**config.mk**
```make
export PLATFORM = sky130hd
export DESIGN_NAME = spraid_wb_arbiter
export DESIGN_NICKNAME = d
export VERILOG_FILES = /design/src/rtl/spraid_pkg.sv /design/src/rtl/spraid_arb_watchdog.sv /design/src/rtl/spraid_wb_arbiter.sv
export SDC_FILE = /design/constraint.sdc
export NUM_CORES = 1
export LEC_CHECK = 0
export ABC_AREA = 1
export CAP_MARGIN = 20
export CELL_PAD_IN_SITES_DETAIL_PLACEMENT = 2
export CELL_PAD_IN_SITES_GLOBAL_PLACEMENT = 2
export CORE_ASPECT_RATIO = 0.75
export CORE_UTILIZATION = 12
export DETAILED_ROUTE_END_ITERATION = 12
export PLACE_DENSITY = 0.9
export SYNTH_ARGS = -nofsm -noshare
export SYNTH_HDL_FRONTEND = slang
export SYNTH_HIERARCHICAL = 1
export SYNTH_SLANG_ARGS = --single-unit
```
**constraint.sdc**
```tcl
create_clock -name wb_clk_i -period 3.1 [get_ports wb_clk_i]
set_clock_uncertainty 0.2 [all_clocks]
set_input_delay 0.465 -clock wb_clk_i [delete_from_list [all_inputs] [get_ports wb_clk_i]]
set_output_delay 0.465 -clock wb_clk_i [all_outputs]
set_load 0.05 [all_outputs]
```
**src/rtl/spraid_pkg.sv**
```systemverilog
`default_nettype none
// ============================================================================
// Module      : spraid_pkg
// Description : Shared definitions for the SPI RAID Wishbone arbiter:
//               FSM state encodings, master count, SPRAID address map and a
//               helper that turns the FSM state into a one-hot grant vector.
// Revision    : 1.0 - initial release
// ============================================================================
package spraid_pkg;

    localparam int NUM_MASTERS = 2;

    // Arbiter FSM state encoding
    localparam logic [1:0] ST_IDLE   = 2'd0;
    localparam logic [1:0] ST_GRANT0 = 2'd1;
    localparam logic [1:0] ST_GRANT1 = 2'd2;
    localparam logic [1:0] ST_ABORT  = 2'd3;

    // SPRAID slave address map
    localparam logic [31:0] SPRAID_BASE_ADDR      = 32'h3000_0000;
    localparam logic [31:0] SPRAID_RAID_TYPE_ADDR = SPRAID_BASE_ADDR + 32'h0000_0400;
    localparam logic [31:0] SPRAID_STATUS_ADDR    = SPRAID_BASE_ADDR + 32'h0000_0401;

    // One-hot grant derived from the FSM state; ABORT and IDLE grant nobody.
    function automatic logic [NUM_MASTERS-1:0] state_to_grant(input logic [1:0] st);
        return {st == ST_GRANT1, st == ST_GRANT0};
    endfunction

endpackage
`default_nettype wire

```
**src/rtl/spraid_arb_watchdog.sv**
```systemverilog
`default_nettype none
// ============================================================================
// Module      : spraid_arb_watchdog
// Description : Bus-cycle watchdog for the SPRAID arbiter plus a saturating
//               count of aborted transactions.
// Ports       : clk, rst_n       - clock, asynchronous active-low reset
//               i_clr            - clear the cycle counter (takes priority)
//               i_en             - count this cycle (granted, s_cyc_o high)
//               i_abort          - bump the saturating abort counter
//               o_expire         - limit reached this cycle with no clear
//               o_abort_cnt      - saturating abort count
// Revision    : 1.0 - initial release
// ============================================================================
module spraid_arb_watchdog #(
    parameter int TIMEOUT_CYCLES = 1023,
    parameter int TOCNT_W        = 8
) (
    input  logic               clk,
    input  logic               rst_n,
    input  logic               i_clr,
    input  logic               i_en,
    input  logic               i_abort,
    output logic               o_expire,
    output logic [TOCNT_W-1:0] o_abort_cnt
);

    localparam int                 c_CNT_W = (TIMEOUT_CYCLES > 2) ? $clog2(TIMEOUT_CYCLES) : 1;
    localparam logic [c_CNT_W-1:0] c_LIMIT = c_CNT_W'(TIMEOUT_CYCLES - 1);

    logic [c_CNT_W-1:0] r_cnt;
    logic [TOCNT_W-1:0] r_abort_cnt;

    // A clear in the same cycle as the limit suppresses the expiry, so a
    // late ack always beats the watchdog.
    assign o_expire    = i_en && !i_clr && (r_cnt == c_LIMIT);
    assign o_abort_cnt = r_abort_cnt;

    always_ff @(posedge clk or negedge rst_n) begin
        if (!rst_n) begin
            r_cnt <= '0;
        end else if (i_clr || o_expire) begin
            r_cnt <= '0;
        end else if (i_en) begin
            r_cnt <= r_cnt + c_CNT_W'(1);
        end
    end

    always_ff @(posedge clk or negedge rst_n) begin
        if (!rst_n) begin
            r_abort_cnt <= '0;
        end else if (i_abort && (r_abort_cnt != '1)) begin
            r_abort_cnt <= r_abort_cnt + TOCNT_W'(1);
        end
    end

endmodule
`default_nettype wire

```
**src/rtl/spraid_wb_arbiter.sv**
```systemverilog
`default_nettype none
// ============================================================================
// Module      : spraid_wb_arbiter
// Description : Two-master round-robin Wishbone arbiter in front of the SPI
//               RAID slave. m0 = CPU, m1 = DMA/rebuild. A grant lasts a whole
//               bus cycle (extended by lock); a watchdog aborts cycles the
//               slave never answers and reports err to the owning master.
// Ports       : wb_clk_i/wb_rst_ni      - clock, async active-low reset
//               m{0,1}_*                - master-side Wishbone ports
//               s_*                     - slave-side Wishbone port
//               grant_o                 - one-hot grant (00 when idle/abort)
//               timeout_cnt_o           - saturating count of aborts
// Revision    : 1.0 - initial release
// ============================================================================
module spraid_wb_arbiter
    import spraid_pkg::*;
#(
    parameter int ADDR_W         = 32,
    parameter int DATA_W         = 32,
    parameter int TIMEOUT_CYCLES = 1023,
    parameter int TOCNT_W        = 8
) (
    input  logic                   wb_clk_i,
    input  logic                   wb_rst_ni,
    input  logic                   m0_cyc_i,
    input  logic                   m0_stb_i,
    input  logic                   m0_we_i,
    input  logic                   m0_lock_i,
    input  logic                   m0_sel_i,
    input  logic [ADDR_W-1:0]      m0_adr_i,
    input  logic [DATA_W-1:0]      m0_dat_i,
    output logic [DATA_W-1:0]      m0_dat_o,
    output logic                   m0_ack_o,
    output logic                   m0_stall_o,
    output logic                   m0_err_o,
    input  logic                   m1_cyc_i,
    input  logic                   m1_stb_i,
    input  logic                   m1_we_i,
    input  logic                   m1_lock_i,
    input  logic                   m1_sel_i,
    input  logic [ADDR_W-1:0]      m1_adr_i,
    input  logic [DATA_W-1:0]      m1_dat_i,
    output logic [DATA_W-1:0]      m1_dat_o,
    output logic                   m1_ack_o,
    output logic                   m1_stall_o,
    output logic                   m1_err_o,
    output logic                   s_cyc_o,
    output logic                   s_stb_o,
    output logic                   s_we_o,
    output logic                   s_lock_o,
    output logic                   s_sel_o,
    output logic [ADDR_W-1:0]      s_adr_o,
    output logic [DATA_W-1:0]      s_dat_o,
    input  logic [DATA_W-1:0]      s_dat_i,
    input  logic                   s_ack_i,
    input  logic                   s_stall_i,
    input  logic                   s_err_i,
    output logic [NUM_MASTERS-1:0] grant_o,
    output logic [TOCNT_W-1:0]     timeout_cnt_o
);

    logic [1:0] r_state;
    logic       r_last_grant;   // in ABORT this also names the aborted master

    logic              w_granted;
    logic              w_cur;      // index of the master currently granted
    logic              w_cyc;
    logic              w_stb;
    logic              w_we;
    logic              w_lock;
    logic              w_sel;
    logic [ADDR_W-1:0] w_adr;
    logic [DATA_W-1:0] w_dat;
    logic              w_expire;

    assign w_granted = (r_state == ST_GRANT0) || (r_state == ST_GRANT1);
    assign w_cur     = (r_state == ST_GRANT1);

    // Select the owning master's request signals once, then route.
    assign w_cyc  = w_cur ? m1_cyc_i  : m0_cyc_i;
    assign w_stb  = w_cur ? m1_stb_i  : m0_stb_i;
    assign w_we   = w_cur ? m1_we_i   : m0_we_i;
    assign w_lock = w_cur ? m1_lock_i : m0_lock_i;
    assign w_sel  = w_cur ? m1_sel_i  : m0_sel_i;
    assign w_adr  = w_cur ? m1_adr_i  : m0_adr_i;
    assign w_dat  = w_cur ? m1_dat_i  : m0_dat_i;

    assign grant_o = state_to_grant(r_state);

    always_comb begin
        s_cyc_o    = 1'b0;
        s_stb_o    = 1'b0;
        s_we_o     = 1'b0;
        s_lock_o   = 1'b0;
        s_sel_o    = 1'b0;
        s_adr_o    = '0;
        s_dat_o    = '0;
        m0_dat_o   = '0;
        m0_ack_o   = 1'b0;
        m0_err_o   = 1'b0;
        m0_stall_o = 1'b1;
        m1_dat_o   = '0;
        m1_ack_o   = 1'b0;
        m1_err_o   = 1'b0;
        m1_stall_o = 1'b1;
        if (w_granted) begin
            s_cyc_o  = w_cyc;
            s_stb_o  = w_cyc & w_stb;
            s_we_o   = w_we;
            s_lock_o = w_lock;
            s_sel_o  = w_sel;
            s_adr_o  = w_adr;
            s_dat_o  = w_dat;
            if (w_cur) begin
                m1_dat_o   = s_dat_i;
                m1_ack_o   = s_ack_i;
                m1_err_o   = s_err_i;
                m1_stall_o = s_stall_i;
            end else begin
                m0_dat_o   = s_dat_i;
                m0_ack_o   = s_ack_i;
                m0_err_o   = s_err_i;
                m0_stall_o = s_stall_i;
            end
        end else if (r_state == ST_ABORT) begin
            if (r_last_grant) begin
                m1_err_o = 1'b1;
            end else begin
                m0_err_o = 1'b1;
            end
        end
    end

    always_ff @(posedge wb_clk_i or negedge wb_rst_ni) begin
        if (!wb_rst_ni) begin
            r_state      <= ST_IDLE;
            r_last_grant <= 1'b1;
        end else begin
            case (r_state)
                ST_IDLE: begin
                    // Round-robin: on contention the master that did not
                    // own the bus last time wins.
                    if (m0_cyc_i && (!m1_cyc_i || r_last_grant)) begin
                        r_state <= ST_GRANT0;
                    end else if (m1_cyc_i) begin
                        r_state <= ST_GRANT1;
                    end
                end
                ST_GRANT0, ST_GRANT1: begin
                    if (w_expire) begin
                        r_state      <= ST_ABORT;
                        r_last_grant <= w_cur;
                    end else if (!w_cyc && !w_lock) begin
                        r_state      <= ST_IDLE;
                        r_last_grant <= w_cur;
                    end
                end
                default: begin
                    r_state <= ST_IDLE;
                end
            endcase
        end
    end

    // Counter is held clear outside a grant, so entry to GRANTn starts at 0.
    spraid_arb_watchdog #(
        .TIMEOUT_CYCLES (TIMEOUT_CYCLES),
        .TOCNT_W        (TOCNT_W)
    ) u_watchdog (
        .clk         (wb_clk_i),
        .rst_n       (wb_rst_ni),
        .i_clr       (!w_granted || s_ack_i || s_err_i),
        .i_en        (w_granted && s_cyc_o),
        .i_abort     (r_state == ST_ABORT),
        .o_expire    (w_expire),
        .o_abort_cnt (timeout_cnt_o)
    );

endmodule
`default_nettype wire

```
* Word level (Yosys, flattened, before mapping)
Index checks and enable logic that the tools add are counted.
** Operators by class
- Add/subtract/negate cells :: 2
- Equality and inequality tests :: 7
- Mux-type cells :: 43
- Bitwise operators :: 1
- Reduce and logical (&&, ||, !) cells :: 22
** Operator list (number)
- 32-bit 2-to-1 mux :: 8
- 1-bit 2-to-1 mux :: 28
- 10-bit 2-to-1 mux :: 2
- 10-bit by 1-bit adder with 10-bit output, second input constant :: 1
- 10-bit == test, second input constant :: 1
- 8-bit by 1-bit adder with 8-bit output, second input constant :: 1
- 2-bit 2-to-1 mux :: 4
- 8-bit inequality test, second input constant :: 1
- 1-bit logical AND :: 6
- 1-bit logical NOT :: 5
- 1-bit logical OR :: 5
- 2-bit == test, second input constant :: 2
- 2-bit one-hot mux with 2 select lines :: 1
- 2-bit AND reduction :: 2
- 2-bit nonzero test :: 2
- 3-bit by 2-bit inequality test with 1-bit output, second input constant :: 1
- 3-bit inequality test, second input constant :: 1
- 2-bit by 1-bit == test with 1-bit output, second input constant :: 1
- 2-bit logical NOT :: 1
- 2-bit OR reduction :: 1
- 1-bit bitwise AND :: 1
** Word-level totals
- Register bits after elaboration :: 21
- Input port bits :: 175
- Output and inout port bits :: 149
- Logic and storage cells :: 79

* Logic depth before layout (Yosys ltp)
- Word-level depth :: 10
- Gate-level depth with buffers :: 16
- Mapped depth without buffers :: 15

* By module
The synthesis kept the hierarchy.
** By module, submodules not included
- spraid_wb_arbiter :: instances 1, cells an instance 425, area each 1959.4 sq um, sequential area each 76.3 sq um
- spraid_arb_watchdog :: instances 1, cells an instance 141, area each 1101.1 sq um, sequential area each 450.4 sq um

* Worst setup path before layout
Ideal clock, no wire load.
- Path kind :: reg-to-reg
- Start point :: reg r_state[0]
- End point :: reg r_state[1]
- Library setup time :: 0.118 ns
- Data arrival time :: 2.638 ns
- Required time :: 2.782 ns
- Setup slack :: 0.145 ns
- Stages on the path, launching flop included :: 16
- Buffers on the path :: 2
- Clock period less this slack :: 2.955 ns
- Cells stage by stage :: dfrtp_1 -> inv_1 -> ha_1 -> inv_2 -> buf_4 -> nor2_1 -> buf_6 -> nand3_1 -> nor2_1 -> nand3_2 -> inv_1 -> inv_1 -> nand3_2 -> nand2_1 -> nand2_1 -> nand2_1
** Between the ends
- Elaborated cells between the ends (all ways) :: 23
- Those cells by class :: 4 x eq/ne; 5 x mux; 14 x reduce/logical
** RTL lines
- from (decl) :: RTL line spraid_wb_arbiter.sv:62 : logic [1:0] r_state;
- from (signal assigned) :: RTL line spraid_wb_arbiter.sv:136 : r_state <= ST_IDLE;
- from (signal assigned) :: RTL line spraid_wb_arbiter.sv:144 : r_state <= ST_GRANT0;
- from (signal assigned) :: RTL line spraid_wb_arbiter.sv:146 : r_state <= ST_GRANT1;
- 2-bit == test or 2-bit by 1-bit == test with 1-bit output (tied branches) :: RTL line spraid_wb_arbiter.sv:76, spraid_wb_arbiter.sv:77
- 1-bit 2-to-1 mux or 1-bit logical OR (tied branches) :: RTL line spraid_wb_arbiter.sv:80, spraid_wb_arbiter.sv:76
- 1-bit 2-to-1 mux * :: RTL line spraid_wb_arbiter.sv:106 : if (w_granted) begin
- via s_cyc_o :: RTL line spraid_wb_arbiter.sv:47 : output logic s_cyc_o,
- 1-bit logical AND * :: RTL line spraid_wb_arbiter.sv:173 : .i_en (w_granted && s_cyc_o),
- 1-bit logical AND * (2 in a row) :: RTL line spraid_arb_watchdog.sv:35 : assign o_expire = i_en && !i_clr && (r_cnt == c_LIMIT);
- via w_expire :: RTL line spraid_wb_arbiter.sv:74 : logic w_expire;
- 2-bit 2-to-1 mux or 3-bit by 2-bit inequality test with 1-bit output (tied branches)
- 2-bit one-hot mux with 2 select lines or 2-bit AND reduction (tied branches)
The timed path passes the listed nets; every way through them passes the cells marked *.
A chain may end at the register's enable or synchronous reset.

* Final worst setup path
- Start point :: reg r_state[0]
- End point :: out m1_dat_o[0]
** Between the ends
- Cells in the longest elaborated chain, start to end :: 3
- Elaborated cells between the ends (all ways) :: 5
- Those cells by class :: 2 x eq/ne; 2 x mux; 1 x reduce/logical
** RTL lines
- 2-bit == test or 2-bit by 1-bit == test with 1-bit output (tied branches) :: RTL line spraid_wb_arbiter.sv:76, spraid_wb_arbiter.sv:77
- 32-bit 2-to-1 mux or 1-bit logical OR (tied branches) :: RTL line spraid_wb_arbiter.sv:114, spraid_wb_arbiter.sv:76
- 32-bit 2-to-1 mux * :: RTL line spraid_wb_arbiter.sv:106
- to (decl) :: RTL line spraid_wb_arbiter.sv:43 : output logic [DATA_W-1:0] m1_dat_o,
Mark *: on every way between the ends. The rest lies on a longest branch, timed or not.

==> out/metrics.yaml <==
fp.dieW_um: 186
largest_net_degree_at_the_start_of_global_routing: 70
grt-ovfl-total: 0
timing_worst_slew_pin_value_ns: 0.579
syn-instance-count: 566
area_of_the_mapped_netlist_um2: 3060
cts.htree.levels: 1
clock-root-buffer: "sky130_fd_sc_hd__clkbuf_16"
power.static_leakage_nw: 3.49
worstSetupEndpointType: "output pin"
p_int_w: 0.00471
drv_slew: 0
p_per_area_nw_per_um2: 1470
areaGrowthSynthToFinish_pct: 151
floorplan.die_area_um2: 26200
netlist-cell-type-count: 34
design.core.area_um2: 25000
final.fill_count: 2867
die_height_um: 140
cts-resized-gates: 0
dp_worst_setup_slack_ns: 0.345
layout.core_utilization_pct: 30.7
synth_area_leaders: "sky130_fd_sc_hd__nor2_1 (22%), sky130_fd_sc_hd__dfrtp_1 (16%), sky130_fd_sc_hd__nand2_1 (16%)"
number_of_vias_per_cell: 4.03
critical_path_required_ns: 2.43
num_rows: 50
max-slew-margin-rel_pct: 61.3
critical_path_s_largest_stage_delay_ns: 0.79
crit_slowest_cell: "sky130_fd_sc_hd__clkdlybuf4s50_1"
combinationalPowerShare_pct: 94.2
criticalPathCategory: "reg -> out"
first_global_vias: 5514
critical_path_arrival_ns: 2.27
worst_path_most_repeated_cell: "sky130_fd_sc_hd__inv_1"
ctsLongestPathBuffers: 2
syn_avg_cell_area_um2: 5.41
drc_errors: 0
via_count: 4870
yosysTopAreaCellShare_pct: 21.8
share_of_layout_cells_above_drive_strength_1_pct: 18.1
tritoncts: "built"
detailedPlacementHpwl_mm: 17.3
cts_buffers: 3
worst_setup_path_start_kind: "flop"
pwr-share-seq_pct: 3.3
synth_top_cell_by_area: "sky130_fd_sc_hd__nor2_1"
routed_wl_mm: 20.6
io_pins: 324
final_nets: 1053
asyncSetResetFlopFracSynth_pct: 100
worst_skew_pair.late_latency_ns: 0.25
synthesis.yosys.warnings: 6
place.gp.congestion: 0.864
synth_sequential_area_ratio_pct: 17.2
pwr-share-clk_pct: 2.5
worst-path-max-fanout: 21
outcome: "finished clean"
initialDrtViolationCount: 93
dominantRegCellSynth: "sky130_fd_sc_hd__dfrtp_1"
hold_path.class: "reg -> reg"
route.detailed.wl_per_inst_um: 17.1
clkTransAtPathRegs_ns: 0.06
syn-num-nets: 749
setup_viol: 0
drtPass1Iterations: 4
crit_chain: "inv_1 -> ha_4 -> buf_12 -> nand2_1 -> inv_1 -> clkdlybuf4s50_1"
postCtsHoldBufs: 0
r2r_cells: 13
maxCapViolCount: 0
buffer_ports.inserted: 323
min_path_cells: 2
layout_setup_ws_ns: 0.169
switching_power_w: 0.00658
grt.total_usage_pct: 15.4
switching_share_pct: 58.3
antennaDiodeCount: 0
ir_drop_mv: 0.570
drtAntennaViolNets: 0
unrepaired_setup_endpoints_after_global_routing: "false"
final_period_minus_worst_setup_slack_ns: 2.93
synth_enable_flop_cells: 0
start_util_pct: 12.2
hold_violations: 0
cts.sink_count: 21
finalCritPeriodShare_pct: 94.5
initial_antenna_violation_count: 0
achievable-frequency_ghz: 0.341
global_route_wire_length_before_repair_mm: 31.7
setup_total_negative_slack_ns: 0
ys_seq_elements: 21
-- routing by layer --
| layer | routed length (um) | GRT usage [%] | vias to the layer above |
|---|---|---|---|
| li1 | - | - | 2324 |
| met1 | 8180 | 16.8 | 2334 |
| met2 | 10800 | 29.9 | 194 |
| met3 | 1330 | 3.66 | 18 |
| met4 | 349 | 2.91 | 0 |
| met5 | 0 | 0 | - |
-- path summary, 6_finish.rpt --
path | endpoint | slack (ns) | start
setup reg to reg | r_state[1] | 0.54 | r_state[1]
setup / recovery | m1_dat_o[0] | 0.17 | r_state[0]
hold reg to reg | r_last_grant | 0.28 | r_last_grant
hold / removal | r_last_grant | 0.28 | r_last_grant
min in group asynchronous | u_watchdog/r_cnt[4] | 0.36 | wb_rst_ni
max in group asynchronous | r_last_grant | 2.05 | wb_rst_ni
-- cell type report --
type	instances	area (um2)	share of cell area [%]
multi-input combinational	441	2030	26.4
sequential	21	527	6.85
timing repair buffer	334	4380	56.9
tap	338	423	5.50
clock buffer	4	78.8	1.02
inverter	69	262	3.40
-- cell usage in the layout (no fill, tap or decap), types with 2 or more instances in the layout --
master / instances
sky130_fd_sc_hd__clkdlybuf4s50_1: 210
sky130_fd_sc_hd__nor2_1: 178
sky130_fd_sc_hd__nand2_1: 132
sky130_fd_sc_hd__buf_12: 107
sky130_fd_sc_hd__o21ai_0: 67
sky130_fd_sc_hd__inv_1: 65
sky130_fd_sc_hd__dfrtp_1: 20
sky130_fd_sc_hd__buf_4: 16
sky130_fd_sc_hd__nand3_1: 12
sky130_fd_sc_hd__nand2_2: 7
sky130_fd_sc_hd__ha_1: 6
sky130_fd_sc_hd__nand3b_1: 5
sky130_fd_sc_hd__nand3_2: 4
sky130_fd_sc_hd__nor2_2: 4
sky130_fd_sc_hd__nand4_1: 4
sky130_fd_sc_hd__inv_2: 3
sky130_fd_sc_hd__a21oi_1: 3
sky130_fd_sc_hd__clkbuf_16: 3
sky130_fd_sc_hd__nor2_4: 3
sky130_fd_sc_hd__o21ai_1: 2
sky130_fd_sc_hd__nand2_4: 2
sky130_fd_sc_hd__xnor2_1: 2
sky130_fd_sc_hd__xor2_1: 2
-- through the flow --
| stage | power [W] | hold WS [ns] | instance area (um2) | std cells |
|---|---|---|---|---|
| after floorplan | 0.00598 | -0.0306 | 3060 | 566 |
| after global placement | 0.0109 | 0.274 | 7600 | 1202 |
| after detailed placement | 0.0111 | 0.280 | 7600 | 1202 |
| after CTS | 0.0114 | 0.288 | 7680 | 1206 |
| after global routing | 0.0118 | 0.321 | 7690 | 1207 |
| final | 0.0113 | 0.284 | 7690 | 1207 |
-- registers in the layout (all words and copies together) (netlist names) --
register	count
u_watchdog/r_cnt	10
u_watchdog/o_abort_cnt	8
r_last_grant	1
r_state	2
-- power by group through the flow --
stage / combinational [W] / clock, W / sequential (W)
4_1_cts: 0.0108 / 0.000288 / 0.000371
6_report: 0.0106 / 0.000281 / 0.000369
3_5_place_dp: 0.0107 / 0 / 0.000376
2_1_floorplan: 0.00555 / 0 / 0.000433
3_3_place_gp: 0.0105 / 0 / 0.000373
5_1_grt: 0.0111 / 0.000301 / 0.000378
-- cell usage after synthesis, drive strengths merged, types with 2 or more instances --
library cell,count
nor2,185
nand2,141
inv,69
o21ai,69
buf,24
dfrtp,20
nand3,16
clkbuf,11
ha,8
nand3b,5
nand4,4
a21oi,3
xnor2,2
xor2,2
-- logic make-up (layout without fill, tap and decap cells) --
kind of cell / after synthesis / in the layout / synth area share (%)
compound gates: 77 / 77 / 13.8
fa+ha+maj: 8 / 8 / 3.27
simple gates: 352 / 352 / 47.6
flops: 21 / 21 / 17.2
buf+inv: 104 / 407 / 17.0
xor+xnor: 4 / 4 / 1.14
-- timing repair --
item	4_1_cts	5_1_grt
hold endpoints to repair	0	0
buffers inserted	0	1
endpoints found under the setup margin	0	20
-- critical path: cells and delay by family (launching register included) --
kind / cells / cell delay [ns]
adder cells (fa/ha/maj): 1 / 0.29
buffers and inverters: 4 / 1.22
flip-flops: 1 / 0.41
AND/OR/NAND/NOR: 1 / 0.07
No activity file was read; power rests on OpenSTA's default activity.
